[src/rtl/mult_pipe_pkg.sv]
// rtl/mult_pipe_pkg.sv - shared widths, depth and per-stage record for the pipelined multiplier
package mult_pipe_pkg;

  localparam int DATA_W      = 32;
  localparam int ADDR_W      = 5;
  localparam int MULT_STAGES = 5;

  typedef struct packed {
    logic              valid;
    logic [ADDR_W-1:0] rd;
    logic [DATA_W-1:0] a;
    logic [DATA_W-1:0] b;
    logic [DATA_W-1:0] acc;
  } mult_stage_t;

  // A stage only claims a register-file write when it holds a live op aimed at rd != 0.
  function automatic logic stage_wr_en(input mult_stage_t s);
    return s.valid && (s.rd != '0);
  endfunction

endpackage

[src/rtl/mult_stage.sv]
// rtl/mult_stage.sv - one multiplier pipeline stage: adds one shifted byte partial product, or passes through
module mult_stage
  import mult_pipe_pkg::*;
#(
  parameter int BYTE_IDX = 0,
  parameter bit PASS     = 1'b0
) (
  input  logic        clk_i,
  input  logic        rsn_i,
  input  logic        stall_i,
  input  logic        flush_i,
  input  mult_stage_t stage_i,
  output mult_stage_t stage_o
);

  logic [7:0]        b_byte;
  logic [DATA_W-1:0] partial;
  logic [DATA_W-1:0] acc_next;

  assign b_byte = stage_i.b[8*BYTE_IDX +: 8];

  always_comb begin
    partial  = stage_i.a * {{(DATA_W-8){1'b0}}, b_byte};
    acc_next = PASS ? stage_i.acc : stage_i.acc + (partial << (8*BYTE_IDX));
  end

  // Flush only kills the valid bit; stale data/rd are harmless once valid is low.
  always_ff @(posedge clk_i) begin
    if (rsn_i) begin
      stage_o <= '0;
    end else if (flush_i) begin
      stage_o.valid <= 1'b0;
    end else if (!stall_i) begin
      stage_o     <= stage_i;
      stage_o.acc <= acc_next;
    end
  end

endmodule

[src/rtl/mult_pipe.sv]
// rtl/mult_pipe.sv - 5-stage 32x32->32 low-word multiplier with per-stage bypass taps
module mult_pipe
  import mult_pipe_pkg::*;
(
  input  logic              clk_i,
  input  logic              rsn_i,
  input  logic              valid_i,
  input  logic [DATA_W-1:0] op_a_i,
  input  logic [DATA_W-1:0] op_b_i,
  input  logic [ADDR_W-1:0] rd_i,
  input  logic              stall_i,
  input  logic              flush_i,
  output logic              ready_o,
  output logic [DATA_W-1:0] mult1_data_o,
  output logic [ADDR_W-1:0] mult1_addr_o,
  output logic              mult1_wr_en_o,
  output logic [DATA_W-1:0] mult2_data_o,
  output logic [ADDR_W-1:0] mult2_addr_o,
  output logic              mult2_wr_en_o,
  output logic [DATA_W-1:0] mult3_data_o,
  output logic [ADDR_W-1:0] mult3_addr_o,
  output logic              mult3_wr_en_o,
  output logic [DATA_W-1:0] mult4_data_o,
  output logic [ADDR_W-1:0] mult4_addr_o,
  output logic              mult4_wr_en_o,
  output logic [DATA_W-1:0] mult5_data_o,
  output logic [ADDR_W-1:0] mult5_addr_o,
  output logic              mult5_wr_en_o,
  output logic              result_valid_o,
  output logic              busy_o
);

  // st[0] is the issue slot; st[k] is the register of stage k.
  mult_stage_t            st [0:MULT_STAGES];
  logic [MULT_STAGES-1:0] wr_en;

  assign ready_o = !stall_i;

  always_comb begin
    st[0]       = '0;
    st[0].valid = valid_i;
    st[0].rd    = rd_i;
    st[0].a     = op_a_i;
    st[0].b     = op_b_i;
  end

  // Stages 1..4 each fold in one byte of b; stage 5 only retimes the result.
  for (genvar k = 0; k < MULT_STAGES; k++) begin : g_stage
    mult_stage #(
      .BYTE_IDX ((k < 4) ? k : 0),
      .PASS     (k == MULT_STAGES - 1)
    ) u_stage (
      .clk_i   (clk_i),
      .rsn_i   (rsn_i),
      .stall_i (stall_i),
      .flush_i (flush_i),
      .stage_i (st[k]),
      .stage_o (st[k+1])
    );
    assign wr_en[k] = stage_wr_en(st[k+1]);
  end

  assign mult1_data_o  = st[1].acc;
  assign mult1_addr_o  = st[1].rd;
  assign mult1_wr_en_o = wr_en[0];
  assign mult2_data_o  = st[2].acc;
  assign mult2_addr_o  = st[2].rd;
  assign mult2_wr_en_o = wr_en[1];
  assign mult3_data_o  = st[3].acc;
  assign mult3_addr_o  = st[3].rd;
  assign mult3_wr_en_o = wr_en[2];
  assign mult4_data_o  = st[4].acc;
  assign mult4_addr_o  = st[4].rd;
  assign mult4_wr_en_o = wr_en[3];
  assign mult5_data_o  = st[5].acc;
  assign mult5_addr_o  = st[5].rd;
  assign mult5_wr_en_o = wr_en[4];

  assign result_valid_o = wr_en[4];
  assign busy_o         = |wr_en;

endmodule

[config.mk]
export PLATFORM = sky130hd
export DESIGN_NAME = mult_pipe
export DESIGN_NICKNAME = d
export VERILOG_FILES = /design/src/rtl/mult_pipe_pkg.sv /design/src/rtl/mult_stage.sv /design/src/rtl/mult_pipe.sv
export SDC_FILE = /design/constraint.sdc
export NUM_CORES = 2
export LEC_CHECK = 0
export CORE_UTILIZATION = 55
export CTS_BUF_LIST = sky130_fd_sc_hd__clkbuf_16
export CTS_CLUSTER_SIZE = 20
export DETAILED_ROUTE_END_ITERATION = 8
export PLACE_DENSITY_LB_ADDON = 0.25
export SYNTH_ARGS = -nofsm -noshare
export SYNTH_HDL_FRONTEND = slang
export SYNTH_SLANG_ARGS = --single-unit
[constraint.sdc]
create_clock -name clk_i -period 7 [get_ports clk_i]
set_input_delay 1.4 -clock clk_i [delete_from_list [all_inputs] [get_ports clk_i]]
set_output_delay 1.4 -clock clk_i [all_outputs]
set_load 0.02 [all_outputs]
# After elaboration in Yosys (flattened, before gate mapping)

Index checks and enable logic that the tools add are counted.

Flip-flop bits (word level): 382
Input bits: 74
Output and inout bits: 193
Logic and storage cells: 44

Add/sub/neg operators: 3
$mul: 4
Bitwise gates (word level): 2
Reduce and logical (&&, ||, !) cells: 14

Operators by type and width:

| operator                    | count |
|---|---|
| adder 32 bit                | 3 |
| multiplier 32 x 8 -> 16 bit | 1 |
| multiplier 32 x 8 -> 24 bit | 1 |
| multiplier 32 x 8 -> 32 bit | 1 |
| multiplier 32 x 8 -> 8 bit  | 1 |
| nonzero test 5 bit          | 5 |
| logical AND 1 bit           | 5 |
| OR reduction 5 bit          | 1 |
| NOT 1 bit                   | 2 |
| AND reduction 2 bit         | 1 |
| OR reduction 2 bit          | 1 |
| logical NOT 1 bit           | 1 |

# Logic depth before layout (Yosys ltp)

Word-level depth: 3
Gate-level depth with buffers: 29
Mapped depth without buffers: 28

# Cells and area by module

Synthesis repeated with hierarchy kept, for this count alone.

Cell total of the unflattened synthesis: 4325
Area, all modules: 36207.2 um^2

By module, submodules not included:

| module                          | times used | cells an instance | area each (um^2) | sequential area each (um^2) |
|---|---|---|---|---|
| mult_stage (g_stage[0].u_stage) | 1          | 1328              | 11088.1          | 2042.0 |
| mult_stage (g_stage[1].u_stage) | 1          | 1098              | 9143.8           | 2042.0 |
| mult_stage (g_stage[2].u_stage) | 1          | 845               | 6944.2           | 2042.0 |
| mult_stage (g_stage[3].u_stage) | 1          | 576               | 4616.9           | 2042.0 |
| mult_stage (g_stage[4].u_stage) | 1          | 462               | 4306.6           | 2042.0 |
| mult_pipe                       | 1          | 16                | 107.6            | 0.0 |

# Least setup slack after synthesis

OpenSTA, ideal clock, no wires.

Path kind: register to register
Start: reg g_stage[0].u_stage.stage_o[45] in the netlist's numbering
End: reg g_stage[1].u_stage.stage_o[31] in the netlist's numbering
Setup time: 0.132 ns
Arrival: 6.309 ns
Data required time: 6.868 ns
Slack: 0.559 ns
Cell stages (with the launch flop): 29
Path buffers: 2
Period minus slack after synthesis: 6.441 ns
Cell sequence: dfxtp_1 clkbuf_1 clkbuf_1 nand2_1 fa_1 fa_1 inv_1 fa_1 inv_1 fa_1 inv_1 ha_1 and3_1 nand2_1 o211a_1 or2_2 inv_1 a31oi_1 xnor2_1 ha_1 a21o_1 a21o_1 a21o_1 or3_1 a2111oi_0 o31a_1 xnor3_1 nand2_1 a21oi_1

Word-level cells in the longest chain between the ends: 2

Ends and longest elaborated chain:

| element                     | line             | RTL |
|---|---|---|
| start, declared             | mult_stage.sv:13 | `output mult_stage_t stage_o` |
| start signal, assigned      | mult_stage.sv:34 | `stage_o <= stage_i;` |
| multiplier 32 x 8 -> 24 bit | mult_stage.sv:23 | `partial = stage_i.a * {{(DATA_W-8){1'b0}}, b_byte};` |
| adder 32 bit                | mult_stage.sv:24 | `acc_next = PASS ? stage_i.acc : stage_i.acc + (partial << (8*BYTE_IDX));` |
| end signal, assigned        | mult_stage.sv:34 |  |
| end, declared               | mult_stage.sv:13 |  |

No other way between the ends.
A chain may end at the register's enable or synchronous reset.

# Worst setup path after layout

Start: reg g_stage[0].u_stage.stage_o[70] in the netlist's numbering
End: reg g_stage[1].u_stage.stage_o[31] in the netlist's numbering

The elaborated chain is that of the path after synthesis.

==> impl_results.md <==
- Final min period: between 6000 and 7000 ps
- Register area share after synthesis: between 20% and 30%
- Synthesized area per cell: around 8.3 um^2
- Cell Pwr Density: around 220 nW/um^2
- Placed Area: 29500 um^2
- Largest net degree at the start of global routing: about 100
- Clock Path Buffers: 3
- Synth warnings: 0
- Net count reported at finish: a little under 4000
- Final period utilization: a little over nine tenths
- CP max stage cell: dfxtp_1
- DRC violations left: 0
- WS Path Type: flop to flop
- CTS hold repair buffers: 0
- TritonCTS clock tree: yes
- Num CTS Buffers: 34
- Asr flop ratio synth: 0%
- #FFs+latches synth: about 290
- Antenna fix cells: 0
- # Max-Cap Violations: 0
- Vias/cell: 5.49
- Post-cts resize count: 0
- Skew final: 21.6 ps
- Slew HR: 44.1%
- Syn-to-layout area delta: 10.7%
- GPL Wtd Cong: between 0.9 and 1
- Chip Height: around 230 um
- DRT iter0 DRCs: 1466
- Hold Violations, Final: 0
- First-pass GRT wire length: 116 mm
- Critical Path AT: approximately 7100 ps
- Fin area: 30600 um^2
- Fmax: 149 MHz
- Top-Level Pins: 267
- Leakage power: around 13 nW
- Post-synth EDFFs: 0
- CP required: ~7400 ps
- Port Buffer Count: between 200 and 300
- Vias in the first global route: around 22000
- Status: finished clean
- Top flop regs: g_stage.u_stage.stage_o x286
- Syn nets: 3913
- Critical-path maximum fanout: 10
- Root Driver: clkbuf_16
- Setup_tns: 0 ps
- FF/Latch Area: ~5700 um^2
- CTS clock-pin slew for the worst setup and hold paths: around 60 ps
- Overflow after GRT: 0
- Crit-path max cell delay: approximately 560 ps
- Initial antenna violation count: 0
- Least-Margin Pin Slew: around 840 ps
- Multi-input logic area: around 19000 um^2
- Yosys cell types: 60
- RSZ-0062 raised after global routing: false
- Worst Hold Class: flop to flop
- Pwr Total: roughly 7 mW
- Initial Util: 56.1%
- Register bank with the most flops: g_stage.u_stage.stage_o
- CP most frequent cell: fa_1
- Final count of negative-setup-slack endpoints: 0
- Critical path capture point type: flop
- # Post-CTS Setup Buffers: 0
- Number of detailed-route iterations in the first pass: 5
- Main flop type after synthesis: dfxtp_1
- Via Count: 22100
- Startpoint Class: flop
- Routed WL: between 70 and 80 mm
- Synth Cell Area: about 28000 um^2
- Share of layout cells above drive strength 1: 3.72%
- Die area: approximately 50000 um^2
- DRT antenna net count: 0
- CTS sink count: 286
- H-tree depth: 2
- Peak supply drop: 295 uV
- Post-DP HPWL: about 57 mm
- Core area: between 40000 and 50000 um^2
- Fill cells: between 4000 and 5000
- Avg WL per Cell: ~18 um
- Site Rows: a little over 80
- Syn Inst Count: around 3300
- GRT Total Usage: ~28%
- Clk_lat worst skew: approximately 550 ps
- Largest register FFs: roughly 290
- Die width: 226 um
- Final Max Slew Viols: 0
-- power breakdown --
part	switching, mW	internal (mW)
Sequential	0.189	1.74
Clock	0.743	0.977
Combinational	1.84	1.34
Total	2.77	4.06
-- layer usage --
metal  track usage (%)  up-vias  wire length (um)
li1                  -    10300                 -
met1              37.5    10900             31000
met2              47.3      732             33800
met3              4.38      135              4470
met4              9.98        0              2390
met5                 0        -                 0
-- cell usage after synthesis, drive strengths merged, types with 4 or more instances --
master / number / area share [%]
a211oi: 17 / 0.48
a21boi: 6 / 0.16
a21o: 53 / 1.4
a21oi: 321 / 5.8
a31o: 4 / 0.13
a31oi: 8 / 0.18
and2: 296 / 6.7
and3: 7 / 0.16
buf: 196 / 5.2
clkbuf: 171 / 2.3
dfxtp: 286 / 21
fa: 339 / 25
ha: 158 / 7.2
inv: 309 / 4.2
mux2i: 5 / 0.18
nand2: 769 / 10
nand2b: 12 / 0.27
nand3: 24 / 0.43
nand3b: 4 / 0.11
nand4: 4 / 0.091
nand4b: 4 / 0.13
nor2: 49 / 0.67
nor2b: 6 / 0.14
nor3: 23 / 0.42
nor4b: 6 / 0.19
o211ai: 6 / 0.16
o21a: 13 / 0.35
o21ai: 39 / 0.71
o21bai: 11 / 0.30
or2: 5 / 0.11
or3: 11 / 0.25
or4: 6 / 0.16
xnor2: 107 / 3.4
xor2: 30 / 0.95
-- critical path, delay by kind of cell, from the launching register on --
kind            cells  cell delay [ps]
fa+ha+maj           6             2620
flops               1              560
compound gates      8             1510
simple gates        6             1350
buf+inv             3              150
xor+xnor            2              350
-- cells by family (layout without fill, tap and decap cells) --
family	count (synthesis)	in the layout	synth area share (%)
AO/OA/AOI/OAI	509	509	10.8
XOR/XNOR	138	138	4.43
adder cells (fa/ha/maj)	497	497	31.7
buffers and inverters	676	690	11.7
flip-flops	286	286	20.7
multiplexers	5	5	0.181
AND/OR/NAND/NOR	1231	1231	20.4
-- layout by cell type, fill, tap and decap left out, types with 4 or more instances in the layout --
cell             count
buf_4               51
inv_1              318
nand4b_1             4
a31oi_1              8
or4_1                6
a21o_1              53
nand3_1             24
ha_1               158
nand2b_1            12
or3_1               10
and3_1               7
dfxtp_1            282
mux2i_1              5
nor4b_1              6
clkbuf_16           34
o21bai_1            11
a21oi_1            321
dfxtp_2              4
and2_1             296
nand3b_1             4
nor3_1              23
clkinv_2             6
o211ai_1             6
nand2_1            769
xnor2_1            107
fa_1               339
nor2_1              48
o21ai_0             38
or2_2                4
xor2_1              30
o21a_1              13
a21boi_0             6
clkdlybuf4s50_1    265
a211oi_1            16
nand4_1              4
nor2b_1              6
a31o_2               4
-- cell type report --
type,instances,area share [%]
Multi-Input combinational cell,2380,61.1
Sequential cell,286,18.7
Timing Repair Buffer,319,10.1
Inverter,309,3.79
Clock buffer,34,2.78
Tap cell,664,2.72
Clock inverter,28,0.794
-- stage by stage --
step	worst slack, ps	util, %	instances	hold slack [ps]
6_report	305	62.1	4020	452
5_1_grt	1.36	62.1	4020	457
4_1_cts	5.11	62.1	4020	453
3_5_place_dp	-56.9	59.8	3958	444
3_3_place_gp	173	59.8	3958	439
2_1_floorplan	559	-	3342	432
-- path summary, 6_finish.rpt --
path | start | end | slack (ps) | cells after the start
setup / recovery | g_stage[0].u_stage.stage_o[70] | g_stage[1].u_stage.stage_o[31] | 310 | 25
hold / removal | g_stage[4].u_stage.stage_o[23] | g_stage[4].u_stage.stage_o[23] | 450 | 2
setup reg to reg | g_stage[0].u_stage.stage_o[70] | g_stage[1].u_stage.stage_o[31] | 310 | 25
hold reg to reg | g_stage[4].u_stage.stage_o[23] | g_stage[4].u_stage.stage_o[23] | 450 | 2
Note: power is estimated with default switching activity, not from simulation.
